File: config.mk
export PLATFORM = sky130hd
export DESIGN_NAME = gene_sweep_ctrl
export DESIGN_NICKNAME = d
export VERILOG_FILES = /design/src/rtl/gene_pkg.sv /design/src/rtl/gene_visited_map.sv /design/src/rtl/gene_sweep_ctrl.sv
export SDC_FILE = /design/constraint.sdc
export NUM_CORES = 1
export LEC_CHECK = 0
export ABC_AREA = 1
export BUFFER_PORTS_ARGS = -buffer_cell sky130_fd_sc_hd__buf_2
export CORE_MARGIN = 3
export CORE_UTILIZATION = 60
export DETAILED_ROUTE_END_ITERATION = 8
export PLACE_DENSITY = 0.81
export SYNTH_ARGS = -nofsm -noshare
export SYNTH_HDL_FRONTEND = slang
export SYNTH_SLANG_ARGS = --single-unit
File: constraint.sdc
create_clock -name clk -period 2.6 [get_ports clk]
set_input_delay 0.13 -clock clk [delete_from_list [all_inputs] [get_ports clk]]
set_output_delay 0.13 -clock clk [all_outputs]
set_load 0.05 [all_outputs]
File: src/rtl/gene_pkg.sv
// gene_pkg: shared definitions for the gene-network sweep controller.
//   GENE_W               default network state width
//   KIND_FIXED/CYCLE     encoding of res_kind
//   gsc_state_e          sweep FSM states
package gene_pkg;

    localparam int   GENE_W     = 8;
    localparam logic KIND_FIXED = 1'b0;
    localparam logic KIND_CYCLE = 1'b1;

    typedef enum logic [2:0] {
        IDLE,
        LOAD,
        RUN,
        MEASURE,
        REPORT,
        DONE
    } gsc_state_e;

endpackage

File: src/rtl/gene_visited_map.sv
// gene_visited_map: 2^W-bit visited bitmap for one trajectory.
//   clk, rst_n    clock, async active-low reset (clears the map)
//   i_clr         clear the whole map in one cycle (wins over i_set)
//   i_set         set bit i_set_idx
//   i_rd_idx      combinational read index
//   o_rd          bit at i_rd_idx
module gene_visited_map #(
    parameter int W = 8
) (
    input  logic         clk,
    input  logic         rst_n,
    input  logic         i_clr,
    input  logic         i_set,
    input  logic [W-1:0] i_set_idx,
    input  logic [W-1:0] i_rd_idx,
    output logic         o_rd
);

    logic [2**W-1:0] r_map;

    always_ff @(posedge clk or negedge rst_n) begin
        if (!rst_n) begin
            r_map <= '0;
        end else if (i_clr) begin
            r_map <= '0;
        end else if (i_set) begin
            r_map[i_set_idx] <= 1'b1;
        end
    end

    assign o_rd = r_map[i_rd_idx];

endmodule

File: src/rtl/gene_sweep_ctrl.sv
// gene_sweep_ctrl: sweeps initial states init_lo..init_hi through an external
// boolean-network next-state function, detects the attractor reached from each
// one and streams a classified result over a valid/ready port.
//   start, init_lo, init_hi     sweep request (lo/hi sampled on start)
//   net_cur / net_next          state presented to the network / f(net_cur)
//   res_valid/res_ready         result handshake
//   res_init/kind/attr/steps    result payload, held while stalled
//   fixed_cnt, cycle_cnt        accepted results of this sweep by kind
//   busy, done                  sweep in progress / one-cycle end pulse
// Optional: define GSC_CYCLE_LEN_EN to add the MEASURE state and res_cyc_len.
//
// state   | meaning
// IDLE    | waiting for start
// LOAD    | present next initial state, clear visited map
// RUN     | one network transition per cycle until a revisit
// MEASURE | walk the attractor once to count its length (optional)
// REPORT  | hold result until accepted
// DONE    | one-cycle end-of-sweep pulse
module gene_sweep_ctrl
    import gene_pkg::*;
#(
    parameter int W     = GENE_W,
    parameter int CNT_W = W + 1
) (
    input  logic             clk,
    input  logic             rst_n,
    input  logic             start,
    input  logic [W-1:0]     init_lo,
    input  logic [W-1:0]     init_hi,
    output logic [W-1:0]     net_cur,
    input  logic [W-1:0]     net_next,
    output logic             res_valid,
    input  logic             res_ready,
    output logic [W-1:0]     res_init,
    output logic             res_kind,
    output logic [W-1:0]     res_attr,
    output logic [CNT_W-1:0] res_steps,
    output logic [CNT_W-1:0] fixed_cnt,
    output logic [CNT_W-1:0] cycle_cnt,
    output logic             busy,
    output logic             done
`ifdef GSC_CYCLE_LEN_EN
    ,output logic [CNT_W-1:0] res_cyc_len
`endif
);

    localparam logic [CNT_W-1:0] ONE = CNT_W'(1);

    gsc_state_e       r_state, w_state_nxt;
    logic [CNT_W-1:0] r_iter, r_hi, r_steps, r_fixed, r_cycle;
    logic [W-1:0]     r_cur, r_init, r_attr;
    logic             r_kind;
    logic             w_self, w_seen, w_hs;
`ifdef GSC_CYCLE_LEN_EN
    logic [CNT_W-1:0] r_len;
`endif

    gene_visited_map #(.W(W)) u_map (
        .clk       (clk),
        .rst_n     (rst_n),
        .i_clr     (r_state == LOAD),
        .i_set     (r_state == RUN),
        .i_set_idx (r_cur),
        .i_rd_idx  (net_next),
        .o_rd      (w_seen)
    );

    assign w_self = (net_next == r_cur);
    assign w_hs   = (r_state == REPORT) && res_ready;

    always_ff @(posedge clk or negedge rst_n) begin
        if (!rst_n) r_state <= IDLE;
        else        r_state <= w_state_nxt;
    end

    always_comb begin
        w_state_nxt = r_state;
        case (r_state)
            IDLE:    if (start) w_state_nxt = (init_lo > init_hi) ? DONE : LOAD;
            LOAD:    w_state_nxt = RUN;
            RUN: begin
`ifdef GSC_CYCLE_LEN_EN
                if (w_self)      w_state_nxt = REPORT;
                else if (w_seen) w_state_nxt = MEASURE;
`else
                if (w_self || w_seen) w_state_nxt = REPORT;
`endif
            end
`ifdef GSC_CYCLE_LEN_EN
            MEASURE: if (net_next == r_attr) w_state_nxt = REPORT;
`endif
            REPORT:  if (res_ready) w_state_nxt = (r_iter == r_hi) ? DONE : LOAD;
            DONE:    w_state_nxt = IDLE;
            default: w_state_nxt = IDLE;
        endcase
    end

    always_ff @(posedge clk or negedge rst_n) begin
        if (!rst_n) begin
            r_iter  <= '0;
            r_hi    <= '0;
            r_cur   <= '0;
            r_init  <= '0;
            r_attr  <= '0;
            r_kind  <= KIND_FIXED;
            r_steps <= '0;
            r_fixed <= '0;
            r_cycle <= '0;
`ifdef GSC_CYCLE_LEN_EN
            r_len   <= '0;
`endif
        end else begin
            case (r_state)
                IDLE: if (start) begin
                    // Iterator is one bit wider so hi = all-ones never wraps.
                    r_iter  <= {1'b0, init_lo};
                    r_hi    <= {1'b0, init_hi};
                    r_fixed <= '0;
                    r_cycle <= '0;
                end
                LOAD: begin
                    r_cur   <= r_iter[W-1:0];
                    r_init  <= r_iter[W-1:0];
                    r_steps <= '0;
                end
                RUN: begin
                    if (w_self) begin
                        r_kind <= KIND_FIXED;
                        r_attr <= r_cur;
`ifdef GSC_CYCLE_LEN_EN
                        r_len  <= ONE;
`endif
                    end else if (w_seen) begin
                        r_kind <= KIND_CYCLE;
                        r_attr <= net_next;
`ifdef GSC_CYCLE_LEN_EN
                        // Start the measuring walk from the attractor entry.
                        r_cur  <= net_next;
                        r_len  <= '0;
`endif
                    end else begin
                        r_cur   <= net_next;
                        r_steps <= r_steps + ONE;
                    end
                end
`ifdef GSC_CYCLE_LEN_EN
                MEASURE: begin
                    r_cur <= net_next;
                    r_len <= r_len + ONE;
                end
`endif
                REPORT: if (w_hs) begin
                    if (r_kind == KIND_CYCLE) r_cycle <= r_cycle + ONE;
                    else                      r_fixed <= r_fixed + ONE;
                    if (r_iter != r_hi) r_iter <= r_iter + ONE;
                end
                default: ;
            endcase
        end
    end

    assign net_cur   = r_cur;
    assign res_valid = (r_state == REPORT);
    assign res_init  = r_init;
    assign res_kind  = r_kind;
    assign res_attr  = r_attr;
    assign res_steps = r_steps;
    assign fixed_cnt = r_fixed;
    assign cycle_cnt = r_cycle;
    assign busy      = (r_state != IDLE);
    assign done      = (r_state == DONE);
`ifdef GSC_CYCLE_LEN_EN
    assign res_cyc_len = r_len;
`endif

endmodule
==> impl_metrics.py, run 1 <==
metrics = {
    "power": {
        "power_switching_share": 0.384,
        "netSwitchingPower_uw": 6120,
        "leakagePower_uw": 0.00949,
        "combPwrFrac": 0.299,
        "power_uw": 15900,
        "powerDensity_mw_per_mm2": 869,
        "pwr-share-seq": 0.383,
        "clock_power_share": 0.318,
        "internal-power_uw": 9820,
        "ir_worst_vdd_mv": 0.721,
    },
    "placement": {
        "portBuffers": 82,
        "hpwl_mm": 28.0,
        "gp_congestion": 0.935,
        "placedCellCount": 2449,
    },
    "cells_and_area": {
        "final_common_cell": "nand2_1",
        "drive_gt1_frac": 0.0912,
        "final_cell_mix": "nand2_1, dfrtp_1, nand3_1, o21ai_0, inv_1",
        "synthToLayoutAreaGrowth_pct": 12.5,
        "num_antenna_cells": 0,
        "nFillCells": 2080,
        "instances_no_fill": 2529,
        "fin_nets": 2208,
    },
    "detailed_routing": {
        "avgViaCountPerCell": 5.92,
        "ant_nets": 0,
        "drt_iter0_markers": 1957,
        "wl_mm": 46.0,
        "wl_per_cell_um": 18.2,
        "drc": 0,
        "vias": 14967,
        "dr.pass1.iters": 6,
    },
    "setup_path": {
        "startpoint_type": "register",
        "critPathMaxFanout": 19,
        "critical_path_arrival_ns": 2.84,
        "rr_worst_depth": 15,
        "crit_required_ns": 2.99,
        "critPathKind": "register to register",
        "cp-end-kind": "register",
    },
    "floorplan": {
        "die_x_um": 171,
        "placementRows": 59,
        "ios": 83,
        "die_area_mm2": 0.0292,
        "die_y_um": 171,
        "core_area_mm2": 0.0264,
        "floorplan.initialDensity": 0.618,
    },
    "global_route": {
        "grt_pass1_vias": 14359,
        "track_usage": 0.316,
        "overflow": 0,
        "grt_max_degree": 142,
        "grt_pass1_wl_mm": 74.7,
        "grt_antenna_before_repair": 0,
    },
    "sta": {
        "fin_tns_setup_ns": 0,
        "finalHoldViolCount": 0,
        "rsz0062_at_grt": "false",
        "slew_viol_final": 0,
        "fin_crit_sh": 0.940,
        "max_freq_mhz": 409,
        "setup_viol": 0,
        "tightest_slew_ns": 0.872,
        "period_needed_ns": 2.44,
        "finalClockSkew_ns": 0.0185,
        "slew_headroom": 0.419,
    },
    "hold_path": {
        "hp-class": "input pin to register",
        "whs_path_depth": 3,
    },
    "clock_network": {
        "root_buffer": "clkbuf_16",
        "cts_buffers": 35,
        "clock_sinks": 328,
        "htree_levels": 2,
        "clk_path_buf_depth": 3,
        "cts_tree": "built",
        "path_clk_slew_ns": 0.07,
        "clk_latency_ns": 0.52,
    },
    "flow_run": {
        "cap_viol_max_count": 0,
    },
    "logic_synthesis": {
        "yosys.cell_types.count": 39,
        "ys_seq_elements": 328,
        "synth_edf_count": 0,
        "yosysWarnings": 0,
        "synth_area_per_cell_um2": 7.71,
        "synthCells": 2113,
        "async_reset_ff_frac": 1.00,
        "synth_area_mm2": 0.0163,
        "synth_nets": 2153,
        "synthFlopType": "dfrtp_1",
        "seq_area_frac_synth": 0.504,
    },
    "outcome": {
        "outcome": "finished, final reports clean",
    },
}
[repair_timing]
item,4_1_cts,5_1_grt
endpoints found under the hold margin,272,0
setup buffers,0,0
hold buffers,17,0
resized for setup,0,2
endpoints found under the setup margin,0,1
[power by group through the flow]
stage | Sequential, uW | Combinational, uW | Clock, uW
finish | 6100 | 4760 | 5070
global route | 6150 | 5190 | 5330
detailed placement | 6160 | 4610 | 0
CTS | 6080 | 4670 | 5100
floorplan | 6800 | 2590 | 0
global placement | 6150 | 4530 | 0
[routing by layer]
| metal | vias up | wire, um | part of all wire | track usage |
|---|---|---|---|---|
| li1 | 6865 | - | - | - |
| met1 | 7216 | 18800 | 0.41 | 0.445 |
| met2 | 764 | 21200 | 0.46 | 0.493 |
| met3 | 122 | 4440 | 0.097 | 0.0598 |
| met4 | 0 | 1550 | 0.034 | 0.118 |
| met5 | - | 0 | 0 | 0 |
[state kept, by name (all words and copies together), names as in the netlist]
signal and cells:
res_attr 8, res_kind 1, r_hi 8, res_steps 9, net_cur 8, res_init 8, r_state 3, cycle_cnt 9
u_map.r_map 256, r_iter 9, fixed_cnt 9
[cell usage after synthesis, types with 2 or more instances]
library cell / instances / area (um2)
o22ai_1: 3 / 18.8
o21ai_0: 286 / 1430
buf_4: 12 / 90.1
buf_2: 21 / 105
a22oi_1: 4 / 30.0
o21ai_1: 10 / 50.1
buf_1: 3 / 11.3
a21oi_1: 35 / 175
a31oi_1: 2 / 12.5
dfrtp_1: 328 / 8210
nor4_1: 2 / 12.5
nand3b_1: 6 / 45.0
clkbuf_1: 74 / 278
inv_1: 230 / 863
nand4_1: 3 / 18.8
nor3_1: 17 / 85.1
nand2_4: 2 / 22.5
nand3_1: 291 / 1460
nand2_1: 493 / 1850
buf_6: 16 / 180
clkinv_1: 3 / 11.3
ha_1: 12 / 150
xor2_1: 15 / 131
xnor2_1: 5 / 43.8
or2_2: 3 / 18.8
nand2_2: 3 / 18.8
nor2_1: 211 / 792
o21a_1: 6 / 45.0
inv_2: 3 / 11.3
nor3b_1: 4 / 30.0
and3_1: 2 / 12.5
[critical path: stages, from the launching register on]
cell           delay (ns)
dfrtp_1              0.39
nand2_1              0.06
nand3_1              0.08
nand3_1              0.11
nand3_1              0.17
nand3_1              0.20
nand2_1              0.07
nand2_1              0.06
nand3_1              0.07
nand2_1              0.09
nand2_2              0.10
nand2_4              0.12
nand2_8              0.12
nand3_1              0.10
nand2_1              0.04
dlygate4sd3_1        0.55
[logic make-up (layout without fill, tap and decap cells)]
kind of cell	count (synthesis)	in the layout	synth area share
XOR/XNOR	20	20	0.0107
buffers and inverters	364	445	0.0964
flip-flops	328	328	0.504
AND/OR/NAND/NOR	1040	1040	0.270
adder cells (fa/ha/maj)	12	12	0.00921
AO/OA/AOI/OAI	349	349	0.110
[cell type report]
class / count / area [um2] / area share
timing repair buffer: 145 / 1100 / 0.0600
clock inverter: 9 / 95.1 / 0.00518
inverter: 237 / 897 / 0.0489
multi-input combinational: 1421 / 6540 / 0.357
tap: 335 / 419 / 0.0229
clock buffer: 54 / 1080 / 0.0589
sequential: 328 / 8210 / 0.448
[through the flow]
step                area (um2)  worst slack (ns)  utilization  hold slack (ns)
floorplan                16300             0.641            -           -0.166
global route             18300            0.0350        0.696           0.0820
global placement         17000             0.250        0.644           0.0565
finish                   18300             0.155        0.696           0.0561
CTS                      18300             0.126        0.695           0.0350
detailed placement       17000             0.199        0.644           0.0571
[final timing paths]
check	start	to	slack, ns
min reg2reg	fixed_cnt[8]	fixed_cnt[8]	0.48
min in group asynchronous	rst_n	u_map.r_map[203]	0.10
max	u_map.r_map[31]	r_state[2]	0.16
min	init_lo[4]	r_iter[4]	0.06
max reg2reg	u_map.r_map[31]	r_state[2]	0.16
max in group asynchronous	rst_n	u_map.r_map[124]	1.62
(Power assumes the default switching activity.)
==> run 2: changes to the inputs <==
--- a/config.mk
+++ b/config.mk
@@ -7,7 +7,7 @@
 export LEC_CHECK = 0
 export ABC_AREA = 1
 export BUFFER_PORTS_ARGS = -buffer_cell sky130_fd_sc_hd__buf_2
-export CORE_MARGIN = 3
+export CORE_MARGIN = 4
 export CORE_UTILIZATION = 60
 export DETAILED_ROUTE_END_ITERATION = 8
 export PLACE_DENSITY = 0.81
==> run 2 against run 1 <==
Cell area is 0.27% higher. Highest routed layer is now met5. Largest cell class unchanged. Critical path type unchanged. Die area is 2.4% higher. Combinational power hardly changed. Setup slack worse by 0.074 ns. Via count is 0.88% higher.
==> impl_metrics.py, run 2 (synthesized netlist as in run 1, its figures left out) <==
metrics = {
    "floorplan": {
        "ios": 83,
        "die_area_mm2": 0.0299,
        "placementRows": 60,
        "floorplan.initialDensity": 0.608,
        "die_y_um": 173,
        "die_x_um": 173,
        "core_area_mm2": 0.0268,
    },
    "power": {
        "power_switching_share": 0.386,
        "leakagePower_uw": 0.00950,
        "ir_worst_vdd_mv": 0.520,
        "combPwrFrac": 0.296,
        "pwr-share-seq": 0.378,
        "power_uw": 16200,
        "powerDensity_mw_per_mm2": 879,
        "netSwitchingPower_uw": 6230,
        "internal-power_uw": 9930,
        "clock_power_share": 0.326,
    },
    "sta": {
        "fin_crit_sh": 0.969,
        "finalHoldViolCount": 0,
        "fin_tns_setup_ns": 0,
        "tightest_slew_ns": 0.859,
        "setup_viol": 0,
        "rsz0062_at_grt": "false",
        "slew_viol_final": 0,
        "slew_headroom": 0.427,
        "finalClockSkew_ns": 0.0247,
        "max_freq_mhz": 397,
        "period_needed_ns": 2.52,
    },
    "cells_and_area": {
        "nFillCells": 2079,
        "synthToLayoutAreaGrowth_pct": 12.8,
        "fin_nets": 2209,
        "stdcell_area_mm2": 0.0184,
        "largest_reg_flops": 256,
        "instances_no_fill": 2536,
        "post-route-util": 0.686,
        "largest_register": "u_map.r_map",
        "final_cell_mix": "nand2_1, dfrtp_1, nand3_1, o21ai_0, inv_1",
        "drive_gt1_frac": 0.0939,
        "final_common_cell": "nand2_1",
    },
    "setup_path": {
        "max_stage_delay_ns": 0.54,
        "critPathKind": "register to register",
        "cp.depth": 10,
        "cp-end-kind": "register",
        "startpoint_type": "register",
        "critPathMaxFanout": 19,
        "cp_num_buf_inv": 1,
        "reg2reg_slack_ns": 0.08,
        "crit_top_cell": "nand2_4",
        "critical_path_arrival_ns": 2.99,
        "cp_cell_sequence": "xnor2_1, nand4_1, nor4_2, nor2_1, nand2_2, nand2_4, nand2_4, nand3_1, nand2_1, dlygate4sd3_1",
        "cp_top_family": "simple AND/OR/NAND/NOR gates",
        "rr_worst_depth": 10,
        "critPathSlowestCell": "dlygate4sd3_1",
        "crit_required_ns": 3.07,
    },
    "detailed_routing": {
        "dr.pass1.iters": 6,
        "avgViaCountPerCell": 5.95,
        "vias": 15099,
        "wl_per_cell_um": 18.5,
        "wl_mm": 46.9,
        "drc": 0,
        "ant_nets": 0,
        "drt_iter0_markers": 2081,
    },
    "clock_network": {
        "clock_sinks": 328,
        "path_clk_slew_ns": 0.06,
        "cts_tree": "built",
        "root_buffer": "clkbuf_16",
        "clk_latency_ns": 0.53,
        "htree_levels": 2,
        "cts_buffers": 36,
        "post-cts-setup-buffers": 0,
        "clk_path_buf_depth": 3,
    },
    "hold_path": {
        "whs_path_depth": 3,
        "hp-class": "input pin to register",
    },
    "placement": {
        "hpwl_mm": 28.1,
        "gp_congestion": 0.925,
        "portBuffers": 82,
        "place_area_mm2": 0.0170,
        "placedCellCount": 2455,
    },
    "global_route": {
        "grt_antenna_before_repair": 1,
        "grt_pass1_vias": 14426,
        "grt_pass1_wl_mm": 76.1,
        "grt_max_degree": 120,
        "overflow": 0,
        "track_usage": 0.308,
    },
    "flow_run": {
        "cap_viol_max_count": 0,
    },
    "outcome": {
        "outcome": "finished, final reports clean",
    },
}
==> run 2: changes by cell type in the layout (fill, tap and decap cells not counted), sizes merged <==
cell      before  now
clkinvlp       0    2
bufinv         2    3
diode          0    1
clkinv        10    9
clkbuf        54   52
==> run 2: metrics by stage <==
step	hold WS, ns	worst slack, ns
after floorplan	-0.166	0.641
after global placement	0.0996	0.266
after detailed placement	0.102	0.210
after CTS	0.00525	0.0620
after global routing	0.00529	0.0111
final	0.000909	0.0813
==> run 2: power groups by stage <==
| stage | Combinational (uW) | Sequential, uW | Clock (uW) |
|---|---|---|---|
| after global routing | 5180 | 6150 | 5530 |
| after detailed placement | 4640 | 6160 | 0 |
| after global placement | 4540 | 6150 | 0 |
| final | 4790 | 6110 | 5270 |
| after floorplan | 2590 | 6800 | 0 |
| after CTS | 4700 | 6080 | 5280 |
==> run 2: worst reg2reg max path, cell delays in order (launching register included) <==
cell and delay [ns]:
dfrtp_1 0.50, xnor2_1 0.25, nand4_1 0.15, nor4_2 0.29
nor2_1 0.14, nand2_2 0.15, nand2_4 0.08, nand2_4 0.20
nand3_1 0.10, nand2_1 0.06, dlygate4sd3_1 0.54
==> run 2: what timing repair did <==
item / in CTS / in global routing
hold endpoints to repair: 168 / 0
gates resized for setup: 0 / 3
hold buffers: 17 / 0
endpoints found under the setup margin: 0 / 3
==> run 2: final cells by class <==
| cell class | count | area (um2) | area share |
|---|---|---|---|
| antenna | 1 | 2.50 | 0.000136 |
| timing repair buffer | 145 | 1100 | 0.0599 |
| inverter | 237 | 901 | 0.0490 |
| clock buffer | 52 | 1070 | 0.0582 |
| clock inverter | 11 | 148 | 0.00803 |
| multi-input combinational | 1421 | 6530 | 0.355 |
| sequential | 328 | 8210 | 0.446 |
| tap | 341 | 427 | 0.0232 |
==> run 2: worst paths after layout <==
kind / to / start
max: r_state[2] / net_cur[6]
min: r_iter[3] / init_lo[3]
max reg2reg: r_state[2] / net_cur[6]
max in group asynchronous: u_map.r_map[69] / rst_n
min in group asynchronous: u_map.r_map[136] / rst_n
min reg2reg: fixed_cnt[8] / fixed_cnt[8]
==> run 2: per-layer routing <==
metal	vias up	GRT usage	share of wire
li1	6860	-	-
met1	7214	0.429	0.40
met2	854	0.484	0.46
met3	169	0.0614	0.10
met4	2	0.117	0.040
met5	-	0	0.00015
==> run 3: changes to the inputs <==
--- a/config.mk
+++ b/config.mk
@@ -8,9 +8,9 @@
 export ABC_AREA = 1
 export BUFFER_PORTS_ARGS = -buffer_cell sky130_fd_sc_hd__buf_2
 export CORE_MARGIN = 4
-export CORE_UTILIZATION = 60
+export CORE_UTILIZATION = 40
 export DETAILED_ROUTE_END_ITERATION = 8
-export PLACE_DENSITY = 0.81
+export PLACE_DENSITY = 0.59
 export SYNTH_ARGS = -nofsm -noshare
 export SYNTH_HDL_FRONTEND = slang
 export SYNTH_SLANG_ARGS = --single-unit
==> constraint.sdc (replaced) <==
create_clock -name clk -period 3.27 [get_ports clk]
set_input_delay 0.1635 -clock clk [delete_from_list [all_inputs] [get_ports clk]]
set_output_delay 0.1635 -clock clk [all_outputs]
set_load 0.05 [all_outputs]
==> run 3 against run 2 <==
Critical path type unchanged. Combinational power down 22%. Worst hold slack better by 0.047 ns. Global-route usage down 8.0 points. Power fell by 17%. Utilization shrank 22 points. Clock power shrank 9.7%. Non-clock buffer count decreased by 15. Highest routed layer is now met4. Fmax decreased by 7.8%. Largest power group unchanged.
==> impl_metrics.py, run 3 (synthesized netlist as in run 1, its figures left out) <==
metrics = {
    "outcome": {
        "outcome": "finished, final reports clean",
    },
    "clock_network": {
        "clk_path_buf_depth": 3,
        "clk_latency_ns": 0.55,
        "post-cts-setup-buffers": 0,
        "root_buffer": "clkbuf_16",
        "cts_buffers": 40,
        "htree_levels": 2,
        "cts_tree": "built",
        "cts-resized-gates": 0,
        "clock_sinks": 328,
        "path_clk_slew_ns": 0.06,
        "cts_hold_buf": 17,
    },
    "sta": {
        "period_needed_ns": 2.73,
        "max_freq_mhz": 366,
        "rsz0062_at_grt": "false",
        "slew_headroom": 0.370,
        "fin_crit_sh": 0.836,
        "fin_tns_setup_ns": 0,
        "tightest_slew_ns": 0.944,
        "fin_ws_ns": 0.537,
        "finalClockSkew_ns": 0.0216,
        "hold_ws_ns": 0.0475,
        "slew_viol_final": 0,
        "setup_viol": 0,
        "finalHoldViolCount": 0,
    },
    "setup_path": {
        "startpoint_type": "register",
        "crit_required_ns": 3.70,
        "cp_top_family": "buffers and inverters",
        "critical_path_arrival_ns": 3.16,
        "cp-end-kind": "register",
        "cp_num_buf_inv": 4,
        "critPathMaxFanout": 19,
        "max_stage_delay_ns": 0.54,
        "cp_cell_sequence": "inv_1, nand3_1, inv_1, buf_4, nand2_4, nand3_1, nand2_1, dlygate4sd3_1",
        "critPathKind": "register to register",
        "critPathSlowestCell": "dlygate4sd3_1",
    },
    "global_route": {
        "grt_antenna_before_repair": 0,
        "track_usage": 0.229,
        "grt_pass1_vias": 14238,
        "overflow": 0,
        "grt_max_degree": 126,
        "grt_pass1_wl_mm": 80.7,
    },
    "detailed_routing": {
        "wl_met3_mm": 3.71,
        "wl_per_cell_um": 18.4,
        "ant_nets": 0,
        "drt_iter0_markers": 1394,
        "drc": 0,
        "wl_mm": 49.9,
        "routed-wl-met2_mm": 22.4,
        "highest_layer": "met4",
        "avgViaCountPerCell": 5.34,
        "dr.pass1.iters": 6,
        "met1Wirelength_mm": 22.3,
        "vias": 14460,
    },
    "cells_and_area": {
        "fin_nets": 2198,
        "nFillCells": 4009,
        "largest_reg_flops": 256,
        "final_common_cell": "nand2_1",
        "final-seq-area_mm2": 0.00821,
        "synthToLayoutAreaGrowth_pct": 14.4,
        "drive_gt1_frac": 0.0875,
        "multi_input_area_mm2": 0.00652,
        "final_cell_mix": "nand2_1, dfrtp_1, nand3_1, o21ai_0, inv_1",
        "largest_register": "u_map.r_map",
    },
    "placement": {
        "hpwl_mm": 29.7,
        "portBuffers": 82,
        "gp_congestion": 0.859,
        "place_ws_ns": 0.626,
    },
    "floorplan": {
        "die_x_um": 210,
        "floorplan.initialDensity": 0.407,
        "die_area_mm2": 0.0440,
        "core_area_mm2": 0.0400,
        "die_y_um": 210,
        "placementRows": 73,
        "ios": 83,
    },
    "hold_path": {
        "hp-class": "input pin to register",
    },
    "flow_run": {
        "cap_viol_max_count": 0,
    },
    "power": {
        "ir_worst_vdd_mv": 0.601,
        "powerDensity_mw_per_mm2": 717,
        "leakagePower_uw": 0.00951,
    },
}
run 3: changes by cell type in the layout (fill, tap and decap cells not counted), sizes merged:
| cell | before | now |
|---|---|---|
| bufinv | 3 | 7 |
| buf | 128 | 113 |
| clkinvlp | 2 | 0 |
| clkinv | 9 | 7 |
| clkbuf | 52 | 56 |
run 3: area by class of cell:
type                            instances  share of cell area
Timing Repair Buffer                  130              0.0510
Sequential cell                       328               0.440
Clock inverter                         11              0.0125
Clock buffer                           56              0.0629
Inverter                              237              0.0481
Multi-Input combinational cell       1421               0.350
Antenna cell                            1            0.000134
Tap cell                              525              0.0352
run 3: report_power, final:
group          switching (uW)  internal (uW)  total [uW]
clock                    1730           3030        4760
sequential                410           4450        4860
combinational            2870            885        3750
run 3: worst paths after layout:
path	start	endpoint	slack, ns	cells after the start
max	r_state[2]	r_state[2]	0.54	8
min	init_lo[6]	r_iter[6]	0.05	3
max reg2reg	r_state[2]	r_state[2]	0.54	8
min reg2reg	u_map.r_map[213]	u_map.r_map[213]	0.48	2
max in group asynchronous	rst_n	res_steps[8]	2.10	3
min in group asynchronous	rst_n	u_map.r_map[81]	0.16	2
run 3: per-layer routing:
| metal | global-route usage | vias up |
|---|---|---|
| li1 | - | 6855 |
| met1 | 0.322 | 7035 |
| met2 | 0.353 | 475 |
| met3 | 0.0534 | 95 |
| met4 | 0.0695 | 0 |
| met5 | 0 | - |
run 3: tightest hold or removal path: cells and delay by family:
family,cells,cell delay (ns)
buffers and inverters,1,0.12
AOI/OAI and AO/OA,2,0.26
run 3: metrics by stage:
step	std cells	area, um2	total power, uW	utilization
6_report	2709	18600	13400	0.466
5_1_grt	2708	18600	14100	0.466
4_1_cts	2708	18600	13500	0.466
3_5_place_dp	2624	17100	8640	0.427
3_3_place_gp	2624	17100	8600	0.427
2_1_floorplan	2113	16300	7460	-
